[src/rtl/ika9958_dlclk_rx.sv]
// ---------------------------------------------------------------------------
// ika9958_dlclk_rx
// Recovers the 5.37/10.74 MHz phase enables from an external DLCLK supplied
// by a master VDP, with a lock/holdover tracker around a 4-cycle phase counter.
//
// Ports
//   i_XTAL1       master clock, all flops on posedge
//   i_RST_n       asynchronous active-low reset
//   i_XTAL_NCEN   clock enable; every register advances only when high
//   i_DC          1 = slave to external DLCLK, 0 = free-run
//   i_DLCLK_n     external DLCLK (asynchronous)
//   o_PHIL_*      recovered 5.37 MHz positive/negative enables
//   o_PHIH_*      recovered 10.74 MHz positive/negative enables
//   o_LOCKED      recovered phase is valid (LOCKED or HOLDOVER)
//   o_HOLD        free-running on the last phase after DLCLK was lost
//   o_SLIP_CNT    saturating count of phase corrections made while locked
//   o_STATE       tracker state encoding (see table)
//
// state     | meaning
// IDLE      | free-run, external DLCLK ignored
// UNLOCKED  | waiting for the first DLCLK falling edge
// ACQUIRE   | counting consecutive 4-cycle periods
// LOCKED    | phase valid, checking each edge against the local phase
// HOLDOVER  | edges lost, phase free-runs until reacquired or given up
// ---------------------------------------------------------------------------
module ika9958_dlclk_rx #(
  parameter int unsigned LOCK_CNT  = 4,
  parameter int unsigned TIMEOUT   = 8,
  parameter logic [1:0]  ALIGN_OFS = 2'd3
) (
  input  logic       i_XTAL1,
  input  logic       i_RST_n,
  input  logic       i_XTAL_NCEN,
  input  logic       i_DC,
  input  logic       i_DLCLK_n,
  output logic       o_PHIL_PCEN,
  output logic       o_PHIL_NCEN,
  output logic       o_PHIH_PCEN,
  output logic       o_PHIH_NCEN,
  output logic       o_LOCKED,
  output logic       o_HOLD,
  output logic [7:0] o_SLIP_CNT,
  output logic [2:0] o_STATE
);

  typedef enum logic [2:0] {
    ST_IDLE     = 3'd0,
    ST_UNLOCKED = 3'd1,
    ST_ACQUIRE  = 3'd2,
    ST_LOCKED   = 3'd3,
    ST_HOLDOVER = 3'd4
  } state_e;

  localparam logic [3:0] TIMEOUT_V = 4'(TIMEOUT);
  localparam logic [2:0] LOCK_V    = 3'(LOCK_CNT);
  localparam logic [5:0] HOLD_V    = 6'(4 * TIMEOUT);

  state_e     state_q, state_d;
  logic       sync1_q, sync2_q, hist_q;
  logic [1:0] ph_q, ph_d, ph_inc;
  logic [3:0] per_q, per_d;
  logic [2:0] good_q, good_d;
  logic       err_q, err_d;
  logic [5:0] hold_q, hold_d;
  logic [7:0] slip_q, slip_d;
  logic       edge_det, good_per, in_phase, timeout, align;

  // Synchronizer and history flop reset high so reset release never looks
  // like a falling edge.
  always_ff @(posedge i_XTAL1 or negedge i_RST_n) begin
    if (!i_RST_n) begin
      sync1_q <= 1'b1;
      sync2_q <= 1'b1;
      hist_q  <= 1'b1;
    end else if (i_XTAL_NCEN) begin
      sync1_q <= i_DLCLK_n;
      sync2_q <= sync1_q;
      hist_q  <= sync2_q;
    end
  end

  assign edge_det = hist_q & ~sync2_q;
  assign good_per = edge_det && (per_q == 4'd3);
  assign ph_inc   = ph_q + 2'd1;
  // In phase when the free-running phase would already land on the align value.
  assign in_phase = (ph_inc == ALIGN_OFS);
  assign timeout  = (per_q == TIMEOUT_V);

  always_comb begin
    state_d = state_q;
    align   = 1'b0;
    good_d  = good_q;
    err_d   = 1'b0;
    hold_d  = 6'd0;
    slip_d  = slip_q;
    if (edge_det)            per_d = 4'd0;
    else if (per_q == 4'hF)  per_d = per_q;
    else                     per_d = per_q + 4'd1;

    if (!i_DC) begin
      // Counters clear; ph keeps running so free-run enables stay periodic.
      state_d = ST_IDLE;
      per_d   = 4'd0;
      good_d  = 3'd0;
    end else begin
      case (state_q)
        ST_IDLE: state_d = ST_UNLOCKED;
        ST_UNLOCKED: begin
          if (edge_det) begin
            state_d = ST_ACQUIRE;
            good_d  = 3'd1;
            align   = 1'b1;
          end
        end
        ST_ACQUIRE: begin
          if (edge_det) begin
            align = 1'b1;
            if (good_per) begin
              good_d = good_q + 3'd1;
              if (good_q + 3'd1 == LOCK_V) state_d = ST_LOCKED;
            end else begin
              good_d = 3'd1;
            end
          end else if (timeout) begin
            state_d = ST_UNLOCKED;
          end
        end
        ST_LOCKED: begin
          err_d = err_q;
          if (edge_det) begin
            if (in_phase) begin
              err_d = 1'b0;
            end else begin
              align = 1'b1;
              if (slip_q != 8'hFF) slip_d = slip_q + 8'd1;
              if (err_q) begin
                state_d = ST_ACQUIRE;
                good_d  = 3'd1;
                err_d   = 1'b0;
              end else begin
                err_d = 1'b1;
              end
            end
          end else if (timeout) begin
            state_d = ST_HOLDOVER;
          end
        end
        ST_HOLDOVER: begin
          if (edge_det) begin
            if (in_phase) begin
              state_d = ST_LOCKED;
            end else begin
              state_d = ST_ACQUIRE;
              good_d  = 3'd1;
              align   = 1'b1;
            end
          end else begin
            hold_d = hold_q + 6'd1;
            if (hold_q + 6'd1 == HOLD_V) state_d = ST_UNLOCKED;
          end
        end
        default: state_d = ST_IDLE;
      endcase
    end

    ph_d = align ? ALIGN_OFS : ph_inc;
  end

  always_ff @(posedge i_XTAL1 or negedge i_RST_n) begin
    if (!i_RST_n) begin
      state_q <= ST_IDLE;
      ph_q    <= 2'd0;
      per_q   <= 4'd0;
      good_q  <= 3'd0;
      err_q   <= 1'b0;
      hold_q  <= 6'd0;
      slip_q  <= 8'd0;
    end else if (i_XTAL_NCEN) begin
      state_q <= state_d;
      ph_q    <= ph_d;
      per_q   <= per_d;
      good_q  <= good_d;
      err_q   <= err_d;
      hold_q  <= hold_d;
      slip_q  <= slip_d;
    end
  end

  assign o_PHIL_PCEN = i_XTAL_NCEN & (ph_q == 2'd0);
  assign o_PHIL_NCEN = i_XTAL_NCEN & (ph_q == 2'd2);
  assign o_PHIH_PCEN = i_XTAL_NCEN & ~ph_q[0];
  assign o_PHIH_NCEN = i_XTAL_NCEN & ph_q[0];
  assign o_LOCKED    = (state_q == ST_LOCKED) || (state_q == ST_HOLDOVER);
  assign o_HOLD      = (state_q == ST_HOLDOVER);
  assign o_SLIP_CNT  = slip_q;
  assign o_STATE     = state_q;

endmodule

[config.mk]
export PLATFORM = sky130hd
export DESIGN_NAME = ika9958_dlclk_rx
export DESIGN_NICKNAME = d
export VERILOG_FILES = /design/src/rtl/ika9958_dlclk_rx.sv
export SDC_FILE = /design/constraint.sdc
export NUM_CORES = 1
export LEC_CHECK = 0
export CAP_MARGIN = 20
export CORE_MARGIN = 2
export CORE_UTILIZATION = 25
export CTS_BUF_LIST = sky130_fd_sc_hd__clkbuf_4 sky130_fd_sc_hd__clkbuf_8 sky130_fd_sc_hd__clkbuf_16
export DETAILED_ROUTE_END_ITERATION = 8
export MAX_ROUTING_LAYER = met4
export PLACE_DENSITY = 0.41
export SYNTH_ARGS = -nofsm -noshare
export SYNTH_HDL_FRONTEND = slang
export SYNTH_SLANG_ARGS = --single-unit
[constraint.sdc]
create_clock -name i_XTAL1 -period 2.37 [get_ports i_XTAL1]
set_input_delay 0.474 -clock i_XTAL1 [delete_from_list [all_inputs] [get_ports i_XTAL1]]
set_output_delay 0.474 -clock i_XTAL1 [all_outputs]
set_load 0.1 [all_outputs]
==> reports/metrics.cfg <==
[synthesis]
ys_ff_latch=30
yosys_warnings=0
synth_async_sr_flop_share_pct=100
synthesis.nets=197
avgSynthCellArea_um2=9.70
synth.area.top_cells=dfrtp_1, ha_1, dfstp_2, nand2_1, nand3_1
synth_cell_type_count=45
netlist.area_leader.share_pct=38.1
synth_top_area_cell=dfrtp_1
synthCells=183
synth_flop_cell=dfrtp_1
synth_edf_count=0
yosysSeqAreaShare_pct=42.5
synth_area_um2=1770

[worst_setup_path]
crit_chain=clkdlybuf4s50_1 > inv_1 > nor2_1 > buf_12
critPathMaxStageDelay_ns=0.54
cpLargestDelayFamily=buffers and inverters
start_kind=input pin
crit_buf_inv=3
crit_path_max_fanout=4
r2r-start=ph_q[0]
cpMaxStageDelayCell=clkdlybuf4s50_1
cp.required_ns=1.90
startpoint=i_XTAL_NCEN
crit_type=in2out
cp.arrival_ns=1.60
cp-end-kind=primary output

[floorplan]
die-area_um2=7790
die_w_um=88.2
fp.dieH_um=88.2
rows=30
start_util_pct=26.0
io_pins=22
core_um2=6830

[timing]
rsz0062_at_grt=no
fin_crit_sh_pct=87.7
finalSetupViolCount=0
slew_headroom_pct=71.8
hold_viol=0
finClkSkew_ns=0.00608
slew_viol_final=0
period_minus_slack_ns=2.08
setup_tns_ns=0
setup_slack_ns=0.291
max_freq_ghz=0.481
worst_pin_slew_ns=0.422

[clock_network]
cts-resized-gates=0
postCtsSetupBuffers=0
cts_tree=yes
clk_pin_slew_ns=0.07
h-tree-depth=2
clk_latency_ns=0.29
cts_made_buffers=5
cts.root.buffer_cell=clkbuf_8
cts_hold_buf=0
cts_max_path_buffers=2
cts_sinks=30

[hold_path]
hold_class=reg2reg
min_from=o_SLIP_CNT[5]

[cells_and_area]
drive_gt1_share_pct=23.4
final_cell_count_no_fill=310
antenna_cells=0
area_delta_synth_final_pct=28.1
final_common_cell=dfrtp_1
ff_latch_area_um2=757
fill_cells=712
final_area_um2=2270
mostFrequentLayoutCells=dfrtp_1, nand2_1, buf_4, nand3_1, o21ai_0
final_nets=227
multiInputGateArea_um2=962

[global_routing]
grt_use_total_pct=12.1
grt_pass1_vias=1435
grt_pass1_wl_mm=6.99
grt_max_degree=31
overflow=0
antenna_found_initial=0

[route]
dr.pass1.iters=4
initialDrtViolationCount=51
drt_wl_total_mm=4.05
drc_errors=0
vias=1429
postRouteAntennaNets=0
detail_route.wl_per_cell_um=13.1
vias_per_cell=4.61

[pwr]
p_int_uw=1140
leakagePower_uw=0.000979
clock_power_share_pct=20.8
p_per_area_nw_per_um2=937
combPwrFrac_pct=46.0
vdd_drop_max_mv=0.481
switching_power_uw=986
sequentialPowerShare_pct=33.1
sw_frac_of_total_pct=46.3

[flow_run]
cap_violations=0

[placement]
placed_area_um2=2180
port_buffers=21
place_ws_ns=0.151
hpwlAfterDp_mm=2.96
place_congestion=0.779
placed_cells=302

[run_status]
status=finished, final reports clean

## flip-flops by register name, indices dropped and copies added (netlist names)
signal and flops:
err_q 1, good_q 3, hist_q 1, hold_q 6, o_SLIP_CNT 8, o_STATE 3, per_q 4, ph_q 2
sync1_q 1, sync2_q 1
## power groups by stage
stage	combinational, uW	sequential (uW)	clock (uW)
floorplan	573	865	0
global placement	990	719	0
detailed placement	987	714	0
CTS	988	705	457
global route	1050	722	478
finish	981	706	443
## synth_stat cells, drive strengths merged (3+ instances only)
master and n:
a21oi 7, mux2 5, nand3 13, mux2i 3
nand4 5, o21ai 15, nand2 21, xnor2 7
nand2b 3, and3 4, dfstp 3, nor2b 3
clkbuf 3, ha 9, nor2 9, dfrtp 27
nor3 4, inv 11, o31ai 3, and2 3
## through the flow
stage / hold WS (ns) / utilization [%] / total power, uW
floorplan: 0.178 / - / 1440
global placement: 0.490 / 31.9 / 1710
detailed placement: 0.493 / 31.9 / 1700
CTS: 0.510 / 33.3 / 2150
global route: 0.532 / 33.3 / 2250
finish: 0.504 / 33.3 / 2130
## final timing paths
check	to	slack, ns	cells after the start
setup / recovery	o_PHIH_NCEN	0.29	4
hold / removal	o_SLIP_CNT[5]	0.50	1
setup reg to reg	o_SLIP_CNT[1]	0.30	7
hold reg to reg	o_SLIP_CNT[5]	0.50	1
max in group asynchronous	sync2_q	1.46	2
min in group asynchronous	per_q[2]	0.59	2
## cell families (layout without fill, tap and decap cells)
kind of cell	count (synthesis)	count (layout)	share of synthesized area [%]
simple gates	72	72	22.4
compound gates	39	39	15.3
flops	30	30	42.5
buf+inv	16	47	3.88
fa+ha+maj	9	9	6.35
xor+xnor	9	9	4.44
mux	8	8	5.08
## layout make-up
type                            count  share of cell area (%)
Multi-Input combinational cell    137                    42.3
Sequential cell                    30                    33.3
Timing Repair Buffer               28                    13.0
Tap cell                           96                    5.28
Clock buffer                        6                    3.63
Inverter                           11                    1.93
Clock inverter                      2                   0.550
## per-layer routing
| metal | global-route usage (%) | routed length, um | vias to the layer above | part of all wire [%] |
|---|---|---|---|---|
| met4 | 4.55 | 43 | 0 | 1.1 |
| li1 | - | - | 721 | - |
| met2 | 17.7 | 1780 | 29 | 44 |
| met1 | 15.8 | 2040 | 674 | 50 |
| met3 | 3.36 | 182 | 5 | 4.5 |
| met5 | - | 0 | - | 0 |
## worst reg2reg max path: cells and delay by family (launching register included)
| kind | cells | cell delay (ns) |
|---|---|---|
| compound gates | 1 | 0.39 |
| fa+ha+maj | 1 | 0.28 |
| buf+inv | 2 | 0.24 |
| flops | 1 | 0.36 |
| mux | 1 | 0.38 |
| simple gates | 2 | 0.32 |
Note: power is estimated with default switching activity, not from simulation.
==> RTL edit (same settings) <==
Add an input register stage for `i_XTAL_NCEN` and `i_DC`, without a reset; this delays them by one clock.
--- a/src/rtl/ika9958_dlclk_rx.sv
+++ b/src/rtl/ika9958_dlclk_rx.sv
@@ -55,6 +55,14 @@
   localparam logic [2:0] LOCK_V    = 3'(LOCK_CNT);
   localparam logic [5:0] HOLD_V    = 6'(4 * TIMEOUT);
 
+  logic i_XTAL_NCEN_q;
+  logic i_DC_q;
+
+  always_ff @(posedge i_XTAL1) begin
+    i_XTAL_NCEN_q <= i_XTAL_NCEN;
+    i_DC_q        <= i_DC;
+  end
+
   state_e     state_q, state_d;
   logic       sync1_q, sync2_q, hist_q;
   logic [1:0] ph_q, ph_d, ph_inc;
@@ -72,7 +80,7 @@
       sync1_q <= 1'b1;
       sync2_q <= 1'b1;
       hist_q  <= 1'b1;
-    end else if (i_XTAL_NCEN) begin
+    end else if (i_XTAL_NCEN_q) begin
       sync1_q <= i_DLCLK_n;
       sync2_q <= sync1_q;
       hist_q  <= sync2_q;
@@ -97,7 +105,7 @@
     else if (per_q == 4'hF)  per_d = per_q;
     else                     per_d = per_q + 4'd1;
 
-    if (!i_DC) begin
+    if (!i_DC_q) begin
       // Counters clear; ph keeps running so free-run enables stay periodic.
       state_d = ST_IDLE;
       per_d   = 4'd0;
@@ -175,7 +183,7 @@
       err_q   <= 1'b0;
       hold_q  <= 6'd0;
       slip_q  <= 8'd0;
-    end else if (i_XTAL_NCEN) begin
+    end else if (i_XTAL_NCEN_q) begin
       state_q <= state_d;
       ph_q    <= ph_d;
       per_q   <= per_d;
@@ -186,10 +194,10 @@
     end
   end
 
-  assign o_PHIL_PCEN = i_XTAL_NCEN & (ph_q == 2'd0);
-  assign o_PHIL_NCEN = i_XTAL_NCEN & (ph_q == 2'd2);
-  assign o_PHIH_PCEN = i_XTAL_NCEN & ~ph_q[0];
-  assign o_PHIH_NCEN = i_XTAL_NCEN & ph_q[0];
+  assign o_PHIL_PCEN = i_XTAL_NCEN_q & (ph_q == 2'd0);
+  assign o_PHIL_NCEN = i_XTAL_NCEN_q & (ph_q == 2'd2);
+  assign o_PHIH_PCEN = i_XTAL_NCEN_q & ~ph_q[0];
+  assign o_PHIH_NCEN = i_XTAL_NCEN_q & ph_q[0];
   assign o_LOCKED    = (state_q == ST_LOCKED) || (state_q == ST_HOLDOVER);
   assign o_HOLD      = (state_q == ST_HOLDOVER);
   assign o_SLIP_CNT  = slip_q;
Function: changed (Yosys sat finds a counterexample within 4 cycles, from zero or initial values and one cycle with i_RST_n low).
==> RTL edit against the original RTL <==
Clock power rose by 31%; first-iteration DRC count rose by 110%; sequential cell count rose by 2; total power fell by 3.3%; area after synthesis rose by 8.5%; design area rose by 8.1%; setup slack got worse by 0.058 ns; die area rose by 8.1%; utilization fell by 0.98 points; routed wire length rose by 15%; critical path depth fell by 1; largest power group unchanged; highest routed layer unchanged.
==> RTL edit: results <==
outcome:
  status: "finished clean"
timing:
  fin_crit_sh_pct: 90.2
  tns_ns: 0
  skew_ns: 0.00443
  timing.max_slew.rel_slack_pct: 71.9
cts:
  clk_pin_slew_ns: 0.07
  ctsResizeCount: 0
  cts-htree-levels: 2
  post_cts_buffers: 0
  cts_buffers: 5
  cts-root-buf: "clkbuf_8"
  insertion_delay_ns: 0.28
  clockBufferDepth: 2
grt:
  grt_pass1_wl_um: 7940
  grt_antenna_before_repair: 0
  grt_pass1_vias: 1556
  track_usage_pct: 12.2
  grt_max_degree: 31
worst_hold_path:
  min_path_type: "flip-flop to flip-flop"
  min_from: "err_q"
placed_design:
  post_dp_cell_area_mm2: 0.00233
  dp_slack_ns: 0.293
  placedCellCount: 321
  portBuffers: 21
  gp_congestion: 0.725
  dp_hpwl_um: 3470
logic_synthesis:
  synth_common_cells: "dfrtp_1 (27), nor2_1 (15), nand2_1 (13)"
  synth_area_leaders: "dfrtp_1 (35%), ha_1 (5.8%), dfstp_2 (4.1%)"
  seq_area_frac_synth_pct: 41.3
  async_flop_share_pct: 93.8
  synth_nets: 214
  synth_cell_type_count: 58
  netlist_instances: 200
  yosys_most_used_dff: "dfrtp_1"
  yosysWarnings: 0
route:
  drt-pass1-iter-count: 4
  wl_per_cell_um: 14.2
  vias: 1589
  drt_iter0_markers: 107
critical_path:
  critPathMaxFanout: 13
  critPathTopFamily: "simple AND/OR/NAND/NOR gates"
  crit_path_max_incr_delay_ns: 0.53
  slowest_stage: "or3b_1"
  r2r-start: "ph_q[0]"
  reg2reg_slack_ns: 0.32
  startpoint: "o_STATE[2]"
  crit_arrival_ns: 1.66
final_layout:
  n_antenna_cell: 0
  nNetsFinal: 240
  stdcell_count: 329
  drive_gt1_share_pct: 25.6
  largest_reg_flops: 8
power_and_ir_drop:
  ir_drop_uv: 356
  leakagePower_nw: 1.09
[RTL edit: cell types whose count changed after synthesis, moves of 3 or more]
cell | before | now
o21ai_0 | 13 | 10
nand3b_1 | 0 | 4
xnor2_1 | 7 | 0
nor2_1 | 9 | 15
and3_1 | 4 | 1
nand2_1 | 20 | 13
nor4_1 | 0 | 4
or3b_2 | 0 | 3
xor2_1 | 2 | 8
buf_2 | 1 | 5
[RTL edit: logic make-up (layout without fill, tap and decap cells)]
kind of cell	count (synthesis)	after routing	synth area share (%)
AND/OR/NAND/NOR	78	78	23.1
flip-flops	32	32	41.3
multiplexers	8	8	4.42
XOR/XNOR	8	8	3.64
adder cells (fa/ha/maj)	9	9	5.85
AO/OA/AOI/OAI	43	43	16.8
buffers and inverters	22	49	5.00
[RTL edit: through the flow]
| step | power, mW | hold WS, ns |
|---|---|---|
| global route | 2.16 | 0.520 |
| detailed placement | 1.49 | 0.475 |
| finish | 2.06 | 0.488 |
| floorplan | 1.27 | 0.178 |
| CTS | 2.08 | 0.488 |
| global placement | 1.50 | 0.482 |
[RTL edit: final timing paths]
path,to,cells past startpoint
worst max-delay path,o_LOCKED,3
worst min-delay path,err_q,1
min in group asynchronous,good_q[2],2
max in group asynchronous,hist_q,2
worst min register to register,err_q,1
worst max register to register,o_SLIP_CNT[1],6
[RTL edit: worst register-to-register path: stages (launching register included)]
cell and delay [ns]:
dfrtp_1 0.38, inv_1 0.10, ha_1 0.25, nor3b_1 0.39, nand3_2 0.23, nor2_1 0.23, mux2_2 0.35
[RTL edit: report_power, final]
group	switching, mW	leakage (nW)	internal, mW	total, mW
Clock	0.211	0.0645	0.371	0.582
Sequential	0.105	0.411	0.615	0.720
Combinational	0.513	0.612	0.244	0.757
[RTL edit: layout make-up]
type | count | area (µm²)
Clock buffer | 7 | 96.3
Clock inverter | 1 | 30.0
Fill cell | 822 | 5150
Inverter | 11 | 43.8
Multi-Input combinational cell | 146 | 1050
Sequential cell | 32 | 798
Tap cell | 102 | 128
Timing Repair Buffer | 30 | 310
[RTL edit: per-layer routing]
layer,vias up,global-route usage (%),share of wire (%)
li1,783,-,-
met1,771,15.8,48
met2,30,19.2,46
met3,5,2.63,4.5
met4,0,3.36,1.3
met5,-,-,0
